--- config.mk ---
export PLATFORM = sky130hd
export DESIGN_NAME = if_prefetch_stage_flat
export DESIGN_NICKNAME = d
export VERILOG_FILES = /design/src/rtl/if_prefetch_stage_pkg.sv /design/src/rtl/if_prefetch_stage_if.sv /design/src/rtl/if_prefetch_stage_fifo.sv /design/src/rtl/if_prefetch_stage.sv /design/src/flat_wrapper.sv
export SDC_FILE = /design/constraint.sdc
export NUM_CORES = 1
export LEC_CHECK = 0
export CAP_MARGIN = 20
export CORE_ASPECT_RATIO = 0.7
export CORE_MARGIN = 3
export CORE_UTILIZATION = 55
export CTS_CLUSTER_DIAMETER = 200
export DETAILED_ROUTE_END_ITERATION = 12
export PLACE_DENSITY_LB_ADDON = 0.3
export SYNTH_ARGS = -nofsm -noshare
export SYNTH_HDL_FRONTEND = slang
export SYNTH_SLANG_ARGS = --single-unit
--- constraint.sdc ---
create_clock -name clk -period 4.4 [get_ports clk]
set_input_delay 0.88 -clock clk [delete_from_list [all_inputs] [get_ports clk]]
set_output_delay 0.88 -clock clk [all_outputs]
set_load 0.01 [all_outputs]
--- src/rtl/if_prefetch_stage_pkg.sv ---
// ==================================================================
// if_prefetch_stage_pkg : shared bus widths, reset PC and FSM states
// Revision: 1.0
// ==================================================================
`default_nettype none

package if_prefetch_stage_pkg;

  localparam int          BR_BUS_WD        = 33;
  localparam int          IF_TO_ID_BUS_WD  = 64;
  localparam logic [31:0] DEFAULT_RESET_PC = 32'h0000_0000;

  typedef enum logic [0:0] {
    ST_INIT = 1'b0,
    ST_RUN  = 1'b1
  } fetch_state_e;

endpackage

`default_nettype wire

--- src/rtl/if_prefetch_stage_if.sv ---
// ==================================================================
// if_prefetch_stage_if : ID-side and instruction-memory-side signals
// Revision: 1.0
// ==================================================================
`default_nettype none

interface if_prefetch_stage_if;
  import if_prefetch_stage_pkg::*;

  logic                       id_allow_in;
  logic [BR_BUS_WD-1:0]       redirect_bus;
  logic                       if_to_id_valid;
  logic [IF_TO_ID_BUS_WD-1:0] if_to_id_bus;
  logic [31:0]                PC;
  logic                       inst_req_valid;
  logic                       inst_req_ready;
  logic [31:0]                instruction;
  logic                       inst_valid;
  logic                       inst_ready;
  logic                       MemRead;

  modport master (
    input  id_allow_in, redirect_bus, inst_req_ready, instruction, inst_valid, MemRead,
    output if_to_id_valid, if_to_id_bus, PC, inst_req_valid, inst_ready
  );

  modport slave (
    output id_allow_in, redirect_bus, inst_req_ready, instruction, inst_valid, MemRead,
    input  if_to_id_valid, if_to_id_bus, PC, inst_req_valid, inst_ready
  );

endinterface

`default_nettype wire

--- src/rtl/if_prefetch_stage_fifo.sv ---
// ==================================================================
// fetch_fifo : synchronous FIFO with flush and occupancy count
// Revision: 1.0
// ==================================================================
`default_nettype none

module fetch_fifo #(
  parameter int WIDTH = 32,
  parameter int DEPTH = 4
) (
  input  logic                       clk,
  input  logic                       rst,
  input  logic                       i_flush,
  input  logic                       i_push,
  input  logic [WIDTH-1:0]           i_data,
  input  logic                       i_pop,
  output logic [WIDTH-1:0]           o_data,
  output logic [$clog2(DEPTH+1)-1:0] o_count
);

  localparam int PW = (DEPTH > 1) ? $clog2(DEPTH) : 1;
  localparam int CW = $clog2(DEPTH + 1);

  logic [WIDTH-1:0] r_mem [DEPTH];
  logic [PW-1:0]    r_wr_ptr;
  logic [PW-1:0]    r_rd_ptr;
  logic [CW-1:0]    r_count;

  // DEPTH need not be a power of two, so wrap explicitly
  function automatic logic [PW-1:0] ptr_inc(input logic [PW-1:0] p);
    return (p == PW'(DEPTH - 1)) ? '0 : p + PW'(1);
  endfunction

  always_ff @(posedge clk) begin
    if (rst || i_flush) begin
      r_wr_ptr <= '0;
      r_rd_ptr <= '0;
      r_count  <= '0;
    end else begin
      if (i_push) r_wr_ptr <= ptr_inc(r_wr_ptr);
      if (i_pop)  r_rd_ptr <= ptr_inc(r_rd_ptr);
      case ({i_push, i_pop})
        2'b10:   r_count <= r_count + CW'(1);
        2'b01:   r_count <= r_count - CW'(1);
        default: r_count <= r_count;
      endcase
    end
  end

  always_ff @(posedge clk) begin
    if (i_push) r_mem[r_wr_ptr] <= i_data;
  end

  assign o_data  = r_mem[r_rd_ptr];
  assign o_count = r_count;

endmodule

`default_nettype wire

--- src/rtl/if_prefetch_stage.sv ---
// ==================================================================
// if_prefetch_stage : instruction prefetch with in-order tag queue,
// instruction buffer and redirect-driven response dropping
// Revision: 1.0
// ==================================================================
`default_nettype none

module if_prefetch_stage
  import if_prefetch_stage_pkg::*;
#(
  parameter logic [31:0] RESET_PC  = DEFAULT_RESET_PC,
  parameter int          BUF_DEPTH = 4,
  parameter int          MAX_OUTST = 2
) (
  input  logic                clk,
  input  logic                rst,
  if_prefetch_stage_if.master bus
);

  localparam int OW = $clog2(MAX_OUTST + 1);
  localparam int BW = $clog2(BUF_DEPTH + 1);
  localparam int SW = BW + 2;

  if (BUF_DEPTH < 2 || BUF_DEPTH > 16 || (BUF_DEPTH & (BUF_DEPTH - 1)) != 0) begin : g_chk_depth
    $error("BUF_DEPTH must be a power of two in 2..16");
  end
  if (MAX_OUTST < 1 || MAX_OUTST > BUF_DEPTH) begin : g_chk_outst
    $error("MAX_OUTST must be in 1..BUF_DEPTH");
  end

  fetch_state_e               r_state;
  fetch_state_e               w_state_nxt;
  logic                       w_run;
  logic [31:0]                r_pc;
  logic [OW-1:0]              r_drop_cnt;
  logic [OW-1:0]              w_outst_cnt;
  logic [BW-1:0]              w_buf_cnt;
  logic [31:0]                w_tag_head;
  logic [IF_TO_ID_BUS_WD-1:0] w_buf_head;
  logic                       w_redirect_valid;
  logic [31:0]                w_redirect_target;
  logic                       w_req_fire;
  logic                       w_resp_fire;
  logic                       w_pop;
  logic                       w_buf_push;
  logic [SW-1:0]              w_reserved;

  assign w_redirect_valid  = bus.redirect_bus[BR_BUS_WD-1];
  assign w_redirect_target = bus.redirect_bus[31:0];

  always_ff @(posedge clk) begin
    if (rst) r_state <= ST_INIT;
    else     r_state <= w_state_nxt;
  end

  always_comb begin
    w_state_nxt = r_state;
    w_run       = 1'b0;
    case (r_state)
      ST_INIT: w_state_nxt = ST_RUN;
      ST_RUN:  w_run       = 1'b1;
      default: w_state_nxt = ST_INIT;
    endcase
  end

  // Buffer slots already promised to live in-flight requests count as used
  assign w_reserved = SW'(w_outst_cnt) - SW'(r_drop_cnt) + SW'(w_buf_cnt);

  assign bus.inst_req_valid = w_run & ~bus.MemRead & ~w_redirect_valid
                            & (w_outst_cnt < OW'(MAX_OUTST))
                            & (w_reserved < SW'(BUF_DEPTH));
  assign bus.PC             = r_pc;
  assign bus.inst_ready     = (w_outst_cnt != '0);
  assign bus.if_to_id_valid = (w_buf_cnt != '0) & ~w_redirect_valid;
  assign bus.if_to_id_bus   = w_buf_head;

  assign w_req_fire  = bus.inst_req_valid & bus.inst_req_ready;
  assign w_resp_fire = bus.inst_valid & bus.inst_ready;
  assign w_pop       = bus.if_to_id_valid & bus.id_allow_in;
  assign w_buf_push  = w_resp_fire & (r_drop_cnt == '0) & ~w_redirect_valid;

  always_ff @(posedge clk) begin
    if (rst)               r_pc <= RESET_PC;
    else if (w_redirect_valid) r_pc <= w_redirect_target;
    else if (w_req_fire)   r_pc <= r_pc + 32'd4;
  end

  // A response landing in the redirect cycle is discarded directly, not counted
  always_ff @(posedge clk) begin
    if (rst)
      r_drop_cnt <= '0;
    else if (w_redirect_valid)
      r_drop_cnt <= w_outst_cnt - OW'(w_resp_fire);
    else if (w_resp_fire && (r_drop_cnt != '0))
      r_drop_cnt <= r_drop_cnt - OW'(1);
  end

  fetch_fifo #(
    .WIDTH (32),
    .DEPTH (MAX_OUTST)
  ) u_tag_q (
    .clk     (clk),
    .rst     (rst),
    .i_flush (1'b0),
    .i_push  (w_req_fire),
    .i_data  (r_pc),
    .i_pop   (w_resp_fire),
    .o_data  (w_tag_head),
    .o_count (w_outst_cnt)
  );

  fetch_fifo #(
    .WIDTH (IF_TO_ID_BUS_WD),
    .DEPTH (BUF_DEPTH)
  ) u_inst_buf (
    .clk     (clk),
    .rst     (rst),
    .i_flush (w_redirect_valid),
    .i_push  (w_buf_push),
    .i_data  ({bus.instruction, w_tag_head}),
    .i_pop   (w_pop),
    .o_data  (w_buf_head),
    .o_count (w_buf_cnt)
  );

endmodule

`default_nettype wire

--- src/flat_wrapper.sv ---
// flat-port wrapper written by rule: the top's interface ports become plain ports
module if_prefetch_stage_flat import if_prefetch_stage_pkg::*;
#(
  parameter logic [31:0] RESET_PC  = DEFAULT_RESET_PC,
  parameter int          BUF_DEPTH = 4,
  parameter int          MAX_OUTST = 2
)
  (clk, rst, bus_id_allow_in, bus_redirect_bus, bus_inst_req_ready, bus_instruction, bus_inst_valid, bus_MemRead, bus_if_to_id_valid, bus_if_to_id_bus, bus_PC, bus_inst_req_valid, bus_inst_ready);
  if_prefetch_stage_if bus_i ();
  input  logic clk;
  input  logic rst;
  input wire logic [$bits(bus_i.id_allow_in)-1:0] bus_id_allow_in;
  input wire logic [$bits(bus_i.redirect_bus)-1:0] bus_redirect_bus;
  input wire logic [$bits(bus_i.inst_req_ready)-1:0] bus_inst_req_ready;
  input wire logic [$bits(bus_i.instruction)-1:0] bus_instruction;
  input wire logic [$bits(bus_i.inst_valid)-1:0] bus_inst_valid;
  input wire logic [$bits(bus_i.MemRead)-1:0] bus_MemRead;
  output wire logic [$bits(bus_i.if_to_id_valid)-1:0] bus_if_to_id_valid;
  output wire logic [$bits(bus_i.if_to_id_bus)-1:0] bus_if_to_id_bus;
  output wire logic [$bits(bus_i.PC)-1:0] bus_PC;
  output wire logic [$bits(bus_i.inst_req_valid)-1:0] bus_inst_req_valid;
  output wire logic [$bits(bus_i.inst_ready)-1:0] bus_inst_ready;
  assign bus_i.id_allow_in = bus_id_allow_in;
  assign bus_i.redirect_bus = bus_redirect_bus;
  assign bus_i.inst_req_ready = bus_inst_req_ready;
  assign bus_i.instruction = bus_instruction;
  assign bus_i.inst_valid = bus_inst_valid;
  assign bus_i.MemRead = bus_MemRead;
  assign bus_if_to_id_valid = bus_i.if_to_id_valid;
  assign bus_if_to_id_bus = bus_i.if_to_id_bus;
  assign bus_PC = bus_i.PC;
  assign bus_inst_req_valid = bus_i.inst_req_valid;
  assign bus_inst_ready = bus_i.inst_ready;
  if_prefetch_stage #(.RESET_PC(RESET_PC), .BUF_DEPTH(BUF_DEPTH), .MAX_OUTST(MAX_OUTST)) u_core (.clk(clk), .rst(rst), .bus(bus_i));
endmodule
# == Word level (Yosys, flattened, before mapping) ==
# Memory sizes are Yosys's and may differ from the RTL's. A register that Yosys moved wholly into a read port is not among the register bits.
# Index checks and enable logic that the tools add are counted.
# word_totals
memories,2
regBits,46
out_inout_bits,99
mem_bits_rw,320
word_cells,74
input_bits,71
# classes
mux,20
n_addsub,13
n_reduce_logical,10
n_lt_le_gt_ge,2
bitwise_logic,12
eq_ne,6
# memory_table
name,words,width,rd,rd_ports_with_merged_regs,wr,line_no,text
u_core.u_inst_buf.r_mem,4,64,1,1,1,if_prefetch_stage_fifo.sv:24,logic [WIDTH-1:0] r_mem [DEPTH];
u_core.u_tag_q.r_mem,2,32,1,1,1,if_prefetch_stage_fifo.sv:24,
# op_table
op,count
two-way mux 32 bit,2
"adder 32 x 3 -> 32 bit, second input constant",1
two-way mux 2 bit,6
nonzero test 2 bit,6
AND 1 bit,10
two-way mux 1 bit,10
"== test 2 bit, second input constant",4
"adder 2 x 1 -> 2 bit, second input constant",3
case mux 3 bit (2 select lines),1
adder 5 x 3 -> 5 bit,1
"< comparator 5 x 3 -> 1 bit, second input constant",1
"== test 2 x 1 -> 1 bit, second input constant",2
case mux 2 bit (2 select lines),1
"subtractor 2 x 1 -> 2 bit, second input constant",2
"adder 3 x 1 -> 3 bit, second input constant",1
nonzero test 3 bit,1
subtractor 2 x 2 -> 3 bit,1
"subtractor 3 x 1 -> 3 bit, second input constant",1
"adder 1 bit, second input constant",2
zero test 2 bit,1
"< comparator 2 bit, second input constant",1
NOT 1 bit,2
subtractor 2 x 1 -> 2 bit,1
logical AND 1 bit,1
logical OR 1 bit,1

# == Longest topological paths before layout ==
# Gate-level depths: netlist of run 1.
# logic_depth
word_depth,8
depth_mapped,14
depth_no_buf,13

# == Cells and area by module ==
# Synthesis of run 1 repeated with hierarchy kept, for this count alone.
# hier_totals
cells_unflattened,771
area_unflattened_um2,14437.6
# modules_own_cells
mod,n_inst,cells_each,area_each_um2,seq_area_each_um2
fetch_fifo (u_core.u_inst_buf),1,378,9746.8,7867.5
fetch_fifo (u_core.u_tag_q),1,120,2501.1,2021.9
if_prefetch_stage,1,273,2189.6,700.7

# == Worst setup path after synthesis of run 1 ==
# Ideal clock, no wire load.
# synth_timing
path_type,reg-to-reg
from,reg u_core.u_tag_q.r_count[0] (netlist: u_core.u_tag_q.o_count[0])
to,"mem u_core.u_tag_q.r_mem[2][0] (netlist: u_core.u_tag_q.r_mem[1][0]), enable pin"
slack_ns,0.819
stages_incl_launch_ff,11
synth_period_minus_slack_ns,3.581
arrival_time_ns,3.189
setup_ns,0.392
required_ns,4.008
n_path_buf,1
path_cell_list,dfxtp_1 > inv_1 > ha_1 > inv_1 > fa_1 > ha_1 > and3b_1 > a211o_1 > clkbuf_1 > a21oi_1 > and3_1
# synth_between
elab_chain_cells,7
word_cells_on_any_way,9
classes_between,add/sub: 2; order compare: 2; mux: 2; bitwise: 3
# synth_rtl
element,line_no,text
start: declaration,if_prefetch_stage_fifo.sv:27,logic [CW-1:0] r_count;
start signal: assignment,if_prefetch_stage_fifo.sv:43,2'b10: r_count <= r_count + CW'(1);
start signal: assignment,if_prefetch_stage_fifo.sv:44,2'b01: r_count <= r_count - CW'(1);
start signal: assignment,if_prefetch_stage_fifo.sv:45,default: r_count <= r_count;
subtractor 2 x 2 -> 3 bit,if_prefetch_stage.sv:67,assign w_reserved = SW'(w_outst_cnt) - SW'(r_drop_cnt) + SW'(w_buf_cnt);
adder 5 x 3 -> 5 bit,if_prefetch_stage.sv:67,
< comparator 5 x 3 -> 1 bit,if_prefetch_stage.sv:71,& (w_reserved < SW'(BUF_DEPTH));
AND 1 bit (*),if_prefetch_stage.sv:71,
AND 1 bit (*),if_prefetch_stage.sv:77,assign w_req_fire = bus.inst_req_valid & bus.inst_req_ready;
two-way mux 1 bit (*),if_prefetch_stage_fifo.sv:51,if (i_push) r_mem[r_wr_ptr] <= i_data;
two-way mux 1 bit (implied by the code) (*),if_prefetch_stage_fifo.sv:51,
end: declaration,if_prefetch_stage_fifo.sv:24,
# Mark *: on every way between the ends. The rest lies on a longest branch, timed or not.

# == Worst setup path in the final report of run 1 ==
# layout_timing
from,reg u_core.u_tag_q.r_count[0] (netlist: u_core.u_tag_q.o_count[0])
to,out bus_inst_req_valid
# layout_between
elab_chain_cells,4
word_cells_on_any_way,6
classes_between,add/sub: 2; order compare: 2; bitwise: 2
# layout_rtl
element,line_no,text
subtractor 2 x 2 -> 3 bit,if_prefetch_stage.sv:67,
adder 5 x 3 -> 5 bit,if_prefetch_stage.sv:67,
< comparator 5 x 3 -> 1 bit,if_prefetch_stage.sv:71,
AND 1 bit (*),if_prefetch_stage.sv:71,
end: declaration,flat_wrapper.sv:21,output wire logic [$bits(bus_i.inst_req_valid)-1:0] bus_inst_req_valid;
# Marks and branches as above.

==> impl.org, run 1 <==
** Synth
- Counting flops with an async set or reset pin after synthesis yields a share of 0%.
- In the synthesized netlist the dominant register cell turns out to be edfxtp_1.
- Distinct cells, synth :: 56
- In the synthesized netlist, the number of instances is about 770.
- After synthesis the netlist holds a flip-flop and latch count of about 370.
- Synthesis produced a netlist with a net count of 857.
- Counting flops with a built-in enable in the synthesized netlist gives between 300 and 400.
- Of the synthesized area, sequential elements account for roughly three quarters.
- The mapped netlist covers roughly 0.014 mm².
- Yosys warns :: 0
- A synthesized cell averages ~19 µm².

** STA
- Max-slew violations :: 0
- Crit path time final :: around 4.2 ns
- Max Clock Skew :: 0.0188 ns
- Unrepaired setup endpoints after global routing :: false
- Setup total negative slack on the finished layout was measured at 0 ns.
- Setup violations remaining at the end of the flow were counted as 0.
- At the pin with the least slew margin, the transition time is 0.622 ns.
- Of the available clock period, the critical path in the final layout requires ~96%.
- Final setup margin :: 0.183 ns
- Endpoints failing hold :: 0
- Timing would allow up to 0.237 GHz.
- Headroom to the max-slew limit came out at approximately 59%.

** Floorplanning
- For this configuration, the core starts out at a cell density of between 50% and 60%.
- Number of top-level pins :: between 150 and 200
- Number of placement rows :: 48
- DIE AREA :: 0.0281 mm²
- The die is around 200 µm wide.
- Std-Cell Core Area :: between 0.02 and 0.03 mm²
- Measured along the y axis, the die boundary spans 141 µm.

** Clocking
- TritonCTS clock tree :: done
- Count of hold buffers inserted by post-cts repair :: 0
- Count of H-tree levels built during CTS :: 2
- In this run, CTS created clock tree buffers numbering 36.
- Counting along the longest clock path gives a buffer depth of 3.
- The clock drives between 300 and 400 sinks.
- The later pin in the worst-skew pair is clocked with a latency of about 0.52 ns.
- In this run the clock root is driven by a clkbuf_16.
- Postcts setup bufs :: 0
- Clock Pin Slew Worst Setup and Hold Paths :: about 0.060 ns

** Global route
- The total overflow left after global routing is 0.
- For this run, the total global-route usage over all layers was measured as 22.0%.
- The number of global-route vias before repair is about 7,900.
- Entering global routing, the biggest net connects 51 pins.
- Number of antenna violations at the first check in global routing :: 0
- The first global-routing pass estimated 46.8 mm of wire.

** Placement
- Placer Congestion :: around 0.9
- Port buffering added 169 buffers.
- After detailed placement, the total cell area comes to 0.0165 mm².
- At the placement stage, the worst setup path has a slack of between 0.6 and 0.7 ns.
- Detailed placement finished with a half-perimeter wire length of between 15 and 20 mm.

** Route
- The final layout contains routed wiring with a total length of roughly 30 mm.
- DRC violations left :: 0
- The final route contains 7,783 vias.
- For this block, the initial DRC count from the detailed router was 652.
- The count of nets left with antenna violations once routing finished came out at 0.
- After detailed routing, the number of vias per cell comes to a little under 6.
- Number of optimization iterations in the first detailed-route pass :: 5
- Dividing the detail-routed wire length by the instance count gives between 20 and 25 µm.

** Power
- IR analysis of the VDD net gives a maximum drop of around 340 µV.
- Total power per unit cell area :: 405 mW/mm²
- Static leakage :: around 5.6 nW

** Worst setup path
- For the worst setup path, the data arrival time is 3.34 ns.
- Beginning of the worst register-to-register path :: u_core.u_tag_q.o_count[0]
- Among all stages on the critical path, the largest delay is contributed by clkdlybuf4s50_1.
- Following the worst setup path forward leads to its endpoint at bus_inst_req_valid.
- Counting buffers and inverters, the worst setup path is 10 cells deep.
- STA classifies the critical path endpoint as an output pin.
- Data required time of the critical path :: 3.52 ns
- Across all register-to-register paths, the minimum setup slack is approximately 0.80 ns.
- The endpoint identified for the worst register-to-register timing path is u_core.u_tag_q.r_mem[0][9].
- Traced cell by cell, the critical path runs through inv_1 -> ha_1 -> inv_1 -> fa_1 -> ha_1 -> and3b_1 -> a211o_1 -> and2_1 -> nor4_1 -> clkdlybuf4s50_1.
- Maximum fanout count along the critical path :: 5
- Critical path type :: flop to output pin
- Largest stage delay, worst path :: about 0.59 ns
- Total buffers and inverters traversed by the critical path :: 3
- Counting cells, the worst reg-to-reg path comes to 12.
- Startpoint of the most critical setup path :: u_core.u_tag_q.o_count[0]
- Launching element type of the critical path :: flop
- Largest delay contributor family on the critical path :: adder cells

** Run status
- The run finished with clean final reports.

** Worst hold path
- Class of the tightest hold or removal check :: flop to flop
- The worst hold path begins at u_core.bus.PC[1].

** Final layout
- Ratio of cells with drive above 1 in the final layout :: a little under a fifth
- From synthesis to final layout, the design area changed by 22.5%.
- Total non-filler cell area in the finished layout :: between 0.015 and 0.02 mm²
- Post-layout net count :: 1,040

** Job
- Number of max-capacitance violations reported :: 0
[sequential cells by signal (all words and copies together), names as in the netlist, 2 cells and up, named ones only]
signal                      cells
u_core.bus.PC                  32
u_core.r_drop_cnt               2
u_core.u_inst_buf.o_count       3
u_core.u_inst_buf.r_mem       256
u_core.u_inst_buf.r_rd_ptr      2
u_core.u_inst_buf.r_wr_ptr      2
u_core.u_tag_q.o_count          2
u_core.u_tag_q.r_mem           64
[worst reg2reg max path: stages, from the launching register on]
cell,delay [ns]
dfxtp_2,0.38
inv_1,0.08
ha_1,0.20
inv_1,0.07
fa_1,0.41
ha_1,0.27
and3b_1,0.19
a211o_1,0.24
buf_4,0.23
a21o_1,0.34
or3_1,0.38
inv_1,0.07
buf_4,0.39
[layout make-up]
type / instances / area, µm²
Inverter: 18 / 67.6
Timing Repair Buffer: 188 / 1900
Clock inverter: 14 / 76.3
Clock buffer: 51 / 1010
Antenna cell: 1 / 2.50
Sequential cell: 369 / 10600
Fill cell: 1612 / 7570
Multi-Input combinational cell: 342 / 3530
Tap cell: 325 / 407
[timing repair]
action | in CTS | in global routing
setup endpoints to repair | 0 | 1
gates resized for setup | 0 | 1
endpoints found under the hold margin | 0 | 0
[cells by family (layout without fill, tap and decap cells)]
| group | after synthesis | in the layout | synth area share, % |
|---|---|---|---|
| DFF | 369 | 369 | 73.8 |
| xor gates and xnor gates | 27 | 27 | 1.65 |
| buffers and inverters | 61 | 271 | 1.72 |
| AOI/OAI and AO/OA | 80 | 80 | 4.14 |
| muxes | 100 | 100 | 12.8 |
| other | 0 | 1 | 0 |
| and+or+nand+nor | 121 | 121 | 4.56 |
| adders and majority gates | 14 | 14 | 1.32 |
[through the flow]
step / power, mW / instances / hold WS (ns) / utilization (%)
after detailed placement: 4.35 / 1242 / 0.479 / 65.6
final: 7.12 / 1308 / 0.489 / 69.9
after global placement: 4.34 / 1242 / 0.470 / 65.6
after CTS: 7.17 / 1307 / 0.488 / 69.9
after global routing: 7.36 / 1307 / 0.511 / 69.9
after floorplan: 4.13 / 772 / 0.458 / -
[layout by cell type, fill, tap and decap left out, types with 4 or more instances in the layout]
cell             instances
nand4_1                  8
buf_12                   5
or4_1                    4
nor2_1                  36
clkbuf_1                10
or3_1                    4
and3_1                   8
a211oi_1                21
nand3_1                  8
and2_4                   4
ha_1                    12
and4_1                   7
a2111oi_2                5
xnor2_1                 23
a311oi_1                 4
mux2_2                  32
o21ai_0                  9
mux4_2                  64
clkinv_1                 8
dfxtp_1                 46
nand2_1                 22
a2111oi_1                4
a21oi_1                 19
edfxtp_1               320
clkbuf_16               37
mux2i_1                  4
xor2_1                   4
clkdlybuf4s50_1        169
buf_4                   14
inv_1                   16
[Yosys cell counts, types with 8 or more instances]
master    count  area (µm²)
edfxtp_1    320        9610
mux4_2       64        1440
dfxtp_1      49         981
nor2_1       36         135
mux2_2       32         360
clkbuf_1     24        90.1
xnor2_1      23         201
nand2_1      22        82.6
a211oi_1     21         158
a21oi_1      19        95.1
inv_1        16        60.1
ha_1         12         150
buf_2        10        50.1
o21ai_0       9        45.0
and3_1        8        50.1
nand3_1       8        40.0
nand4_1       8        50.1
[metal layers]
layer	wire length, µm	global-route usage (%)	vias to the layer above
met4	285	3.99	0
li1	-	-	3472
met3	2680	4.68	29
met5	0	0	-
met2	13600	32.5	334
met1	13900	34.9	3948
[how the worst min path moves through the flow]
stage	end	slack [ns]	cells past startpoint
3_3_place_gp	u_core.u_tag_q.r_wr_ptr	0.47	2
6_report	u_core.u_tag_q.r_mem[1][1]	0.49	0
2_1_floorplan	u_core.u_tag_q.r_wr_ptr	0.46	2
5_1_grt	u_core.u_tag_q.r_mem[0][1]	0.51	0
3_5_place_dp	u_core.u_tag_q.r_wr_ptr	0.48	2
4_1_cts	u_core.u_tag_q.r_wr_ptr	0.49	2
[power by group]
| part | internal [mW] | switching (mW) | total (mW) |
|---|---|---|---|
| clock network | 1.61 | 1.23 | 2.83 |
| logic | 0.192 | 0.184 | 0.376 |
| registers | 3.85 | 0.0546 | 3.91 |
| total | 5.65 | 1.47 | 7.12 |
Note: power is estimated with default switching activity, not from simulation.
==> run 2, diff against run 1 <==
- GPL_ROUTABILITY_DRIVEN: unset -> 0
==> results of run 2 <==
The final DEF is identical to that of run 1; final timing and power are the same.
==> run 3, diff against run 2 <==
- CORE_UTILIZATION: 55 -> 56
==> run 3 against run 2 <==
Against the previous run:
- worst hold slack better by 0.015 ns
- wire length grew 1.9%
- clock power is 11% higher
- global-route usage rose by 0.71 points
- critical path depth is the same
- die area down 1.7%
- highest routed layer unchanged
- fmax fell by 2.8%
- combinational power about the same
- first-iteration DRC count increased by 11%
- count of clock-buffer cells in the layout down 6
- non-clock buffer count rose by 1
- clock skew is 0.011 ns lower
==> impl.org, run 3 (synthesis gave the netlist of run 1 again) <==
** Worst setup path
- The required time of the worst setup path is 3.52 ns (about the same).
- Critical path type :: flop to output pin
- The reg2reg setup slack came to 0.78 ns (-0.02 ns).
- STA classifies the critical path startpoint as a flop.
- Beginning of the worst register-to-register path :: u_core.u_tag_q.o_count[0]
- Crit Reg-Reg Endpoint :: u_core.u_tag_q.o_count[1]
- Maximum fanout count along the critical path :: 5 (unchanged)
- STA classifies the critical path endpoint as an output pin.
- The arrival time at the worst endpoint came to 3.46 ns (+0.12 ns).
- The worst-case reg-to-reg path depth came to 13 (+1).

** Worst hold path
- The path with the worst hold slack has its endpoint at u_core.u_inst_buf.r_wr_ptr[1].
- The path class of the tightest hold or removal check is flop to flop.
- The worst hold path depth was 2 (+2).
- Startpoint of the most critical hold path :: u_core.u_inst_buf.r_wr_ptr[1]

** Clocking
- TritonCTS built the clock tree.
- Count of hold buffers inserted by post-cts repair :: 0 (unchanged)
- Count of H-tree levels built during CTS :: 2 (unchanged)
- Root Driver :: clkbuf_16
- The maximum root-to-sink buffer count is 3 (unchanged).
- The count of instances resized after the clock tree is built is 0 (unchanged).
- The post-CTS setup-driven buffer insertion count was 0 (unchanged).
- The CTS sink count is 369 (unchanged).
- The clock-pin slew on the worst setup and hold paths is 0.06 ns (about the same).
- The clock buffer count from CTS is 35 (-2.8%).
- The latest clock arrival within the worst-skew pair was 0.50 ns (-0.02 ns).

** STA
- Endpoints failing hold :: 0 (unchanged)
- The post-route fraction of the period consumed by the critical path was 98.7% (+2.8 points).
- The sum of negative setup slack was 0 ns (unchanged).
- Unrepaired setup endpoints after global routing :: false
- The final hold slack is 0.504 ns (+0.0145 ns).
- The measured slew at the worst slew-check pin was 1.04 ns (+0.415 ns).
- The setup-violating endpoint count in the final report came to 0 (unchanged).
- Crit path time final :: 4.34 ns (+0.124 ns)
- The max-slew violation count was 0 (unchanged).
- The top achievable clock speed is 0.230 GHz (-2.8%).
- The worst max-slew margin expressed relative to the limit was 30.8% (-28 points).
- Max Clock Skew :: 0.00777 ns (-0.0110 ns)

** Final layout
- From synthesis to final layout, the design area changed by 23.3%.
- Area used by sequential logic in the layout :: 0.0106 mm² (about the same)
- Highest-count cells in the layout ignoring fill and taps :: edfxtp_1 (320), clkdlybuf4s50_1 (169), mux4_2 (64)
- The core occupancy in the finished layout came to 71.0% (+1.1 points).
- Ratio of cells with drive above 1 in the final layout :: 19.0% (+0.43 points)
- Multi-input gate area :: 0.00353 mm² (unchanged)
- The flip-flop count of the largest register after layout is 256 (unchanged).
- Number of antenna cells inserted :: 0 (-1)
- Register name with the most flops :: u_core.u_inst_buf.r_mem
- Commonest non-fill, non-tap cell in the layout :: edfxtp_1
- The number of fill cells was 1,511 (-6.3%).
- The final layout net count came to 1,040 (unchanged).

** Power
- The power per standard cell area is 420 mW/mm² (+3.8%).
- The leakage power of the design is 5.64 nW (+1.1%).
- Worst supply voltage drop on vdd :: 329 µV (-3.0%)

** Run status
- The flow ran to the end, and the final reports show no timing, DRC or antenna violations.

** Global route
- The number of global-route vias before repair came to 7,836 (-0.20%).
- The maximum number of pins on one net before global-route repair is 65 (+27%).
- Overall Global Routing Usage :: 22.8% (+0.71 points)
- Number of antenna violations at the first check in global routing :: 0 (unchanged)
- The global route total overflow came to 0 (unchanged).
- Wire length of the first global-routing pass :: 47.7 mm (+1.9%)

** Floorplanning
- The total die area was 0.0276 mm² (-1.7%).
- The floorplan core area is 0.0249 mm² (-0.95%).
- Number of top-level pins :: 170 (unchanged)
- Die width :: 197 µm (-0.87%)
- Number of placement rows :: 48 (unchanged)
- Initial core utilization :: 57.6% (+0.55 points)
- The die span in y was 140 µm (-0.86%).

** Route
- Total number of vias :: 7,815 (+0.41%)
- Ratio of routed vias to standard cells :: 5.98 (+0.56%)
- 1st-iter DRT viols :: 725 (+11%)
- The wire length per cell after detailed routing came to 23.8 µm (+2.0%).
- DRC violations left :: 0 (unchanged)
- Routed wire length :: 31.1 mm (+1.9%)
- The detailed-router iteration count before antenna repair came to 5 (unchanged).
- Remaining number of nets flagged by the antenna check after routing :: 0 (unchanged)

** Job
- The total of max-cap violations is 0 (unchanged).

** Placement
- The number of buffers added on ports came to 169 (unchanged).
- Detail Placement HPWL :: 19.5 mm (-0.21%)
==> run 3: layer usage <==
layer	part of all wire, %	wire length [µm]	global-route usage (%)	up-vias
met3	7.9	2450	4.42	48
met5	0	0	0	-
met1	45	14100	36.2	3980
li1	-	-	-	3472
met4	2.0	616	5.25	0
met2	45	13900	33.2	315
==> run 3: stage by stage <==
stage | cell area [µm²] | std cells | worst slack, ns | power, mW
4_1_cts | 17700 | 1306 | 0.0815 | 7.47
2_1_floorplan | 14400 | 772 | 0.819 | 4.13
5_1_grt | 17700 | 1306 | 0.00772 | 7.64
3_3_place_gp | 16500 | 1243 | 0.715 | 4.34
6_report | 17700 | 1306 | 0.0589 | 7.43
3_5_place_dp | 16500 | 1243 | 0.637 | 4.35
==> run 3: final cells by class <==
cell class / instances / area share [%]
timing repair buffer: 189 / 10.6
clock buffer: 45 / 5.46
multi-input combinational: 342 / 20.0
inverter: 18 / 0.382
sequential: 369 / 59.9
tap: 325 / 2.30
clock inverter: 18 / 1.39
==> run 3: worst max-delay path by stage <==
| stage | depth (start not counted) | start | end | slack (ns) |
|---|---|---|---|---|
| floorplan | 10 | u_core.u_tag_q.o_count[0] | u_core.u_tag_q.r_mem[1][0] | 0.82 |
| global placement | 10 | u_core.u_tag_q.o_count[0] | bus_inst_req_valid | 0.72 |
| detailed placement | 10 | u_core.u_tag_q.o_count[0] | bus_inst_req_valid | 0.64 |
| CTS | 10 | u_core.u_tag_q.o_count[0] | bus_inst_req_valid | 0.08 |
| global route | 10 | u_core.u_tag_q.o_count[0] | bus_inst_req_valid | 0.008 |
| finish | 10 | u_core.u_tag_q.o_count[0] | bus_inst_req_valid | 0.06 |
==> run 3: critical path: stages, from the launching register on <==
cell and delay, ns:
dfxtp_1 0.44, inv_1 0.10, ha_1 0.20, inv_1 0.07, fa_1 0.41, ha_1 0.27
and3b_1 0.19, a211o_1 0.24, and2_1 0.17, nor4_1 0.25, clkdlybuf4s50_1 0.60
==> run 3: power by group <==
part | total (mW) | internal [mW] | switching (mW)
Clock | 3.15 | 1.91 | 1.24
Combinational | 0.379 | 0.192 | 0.187
Sequential | 3.90 | 3.85 | 0.0520
Total | 7.43 | 5.95 | 1.48
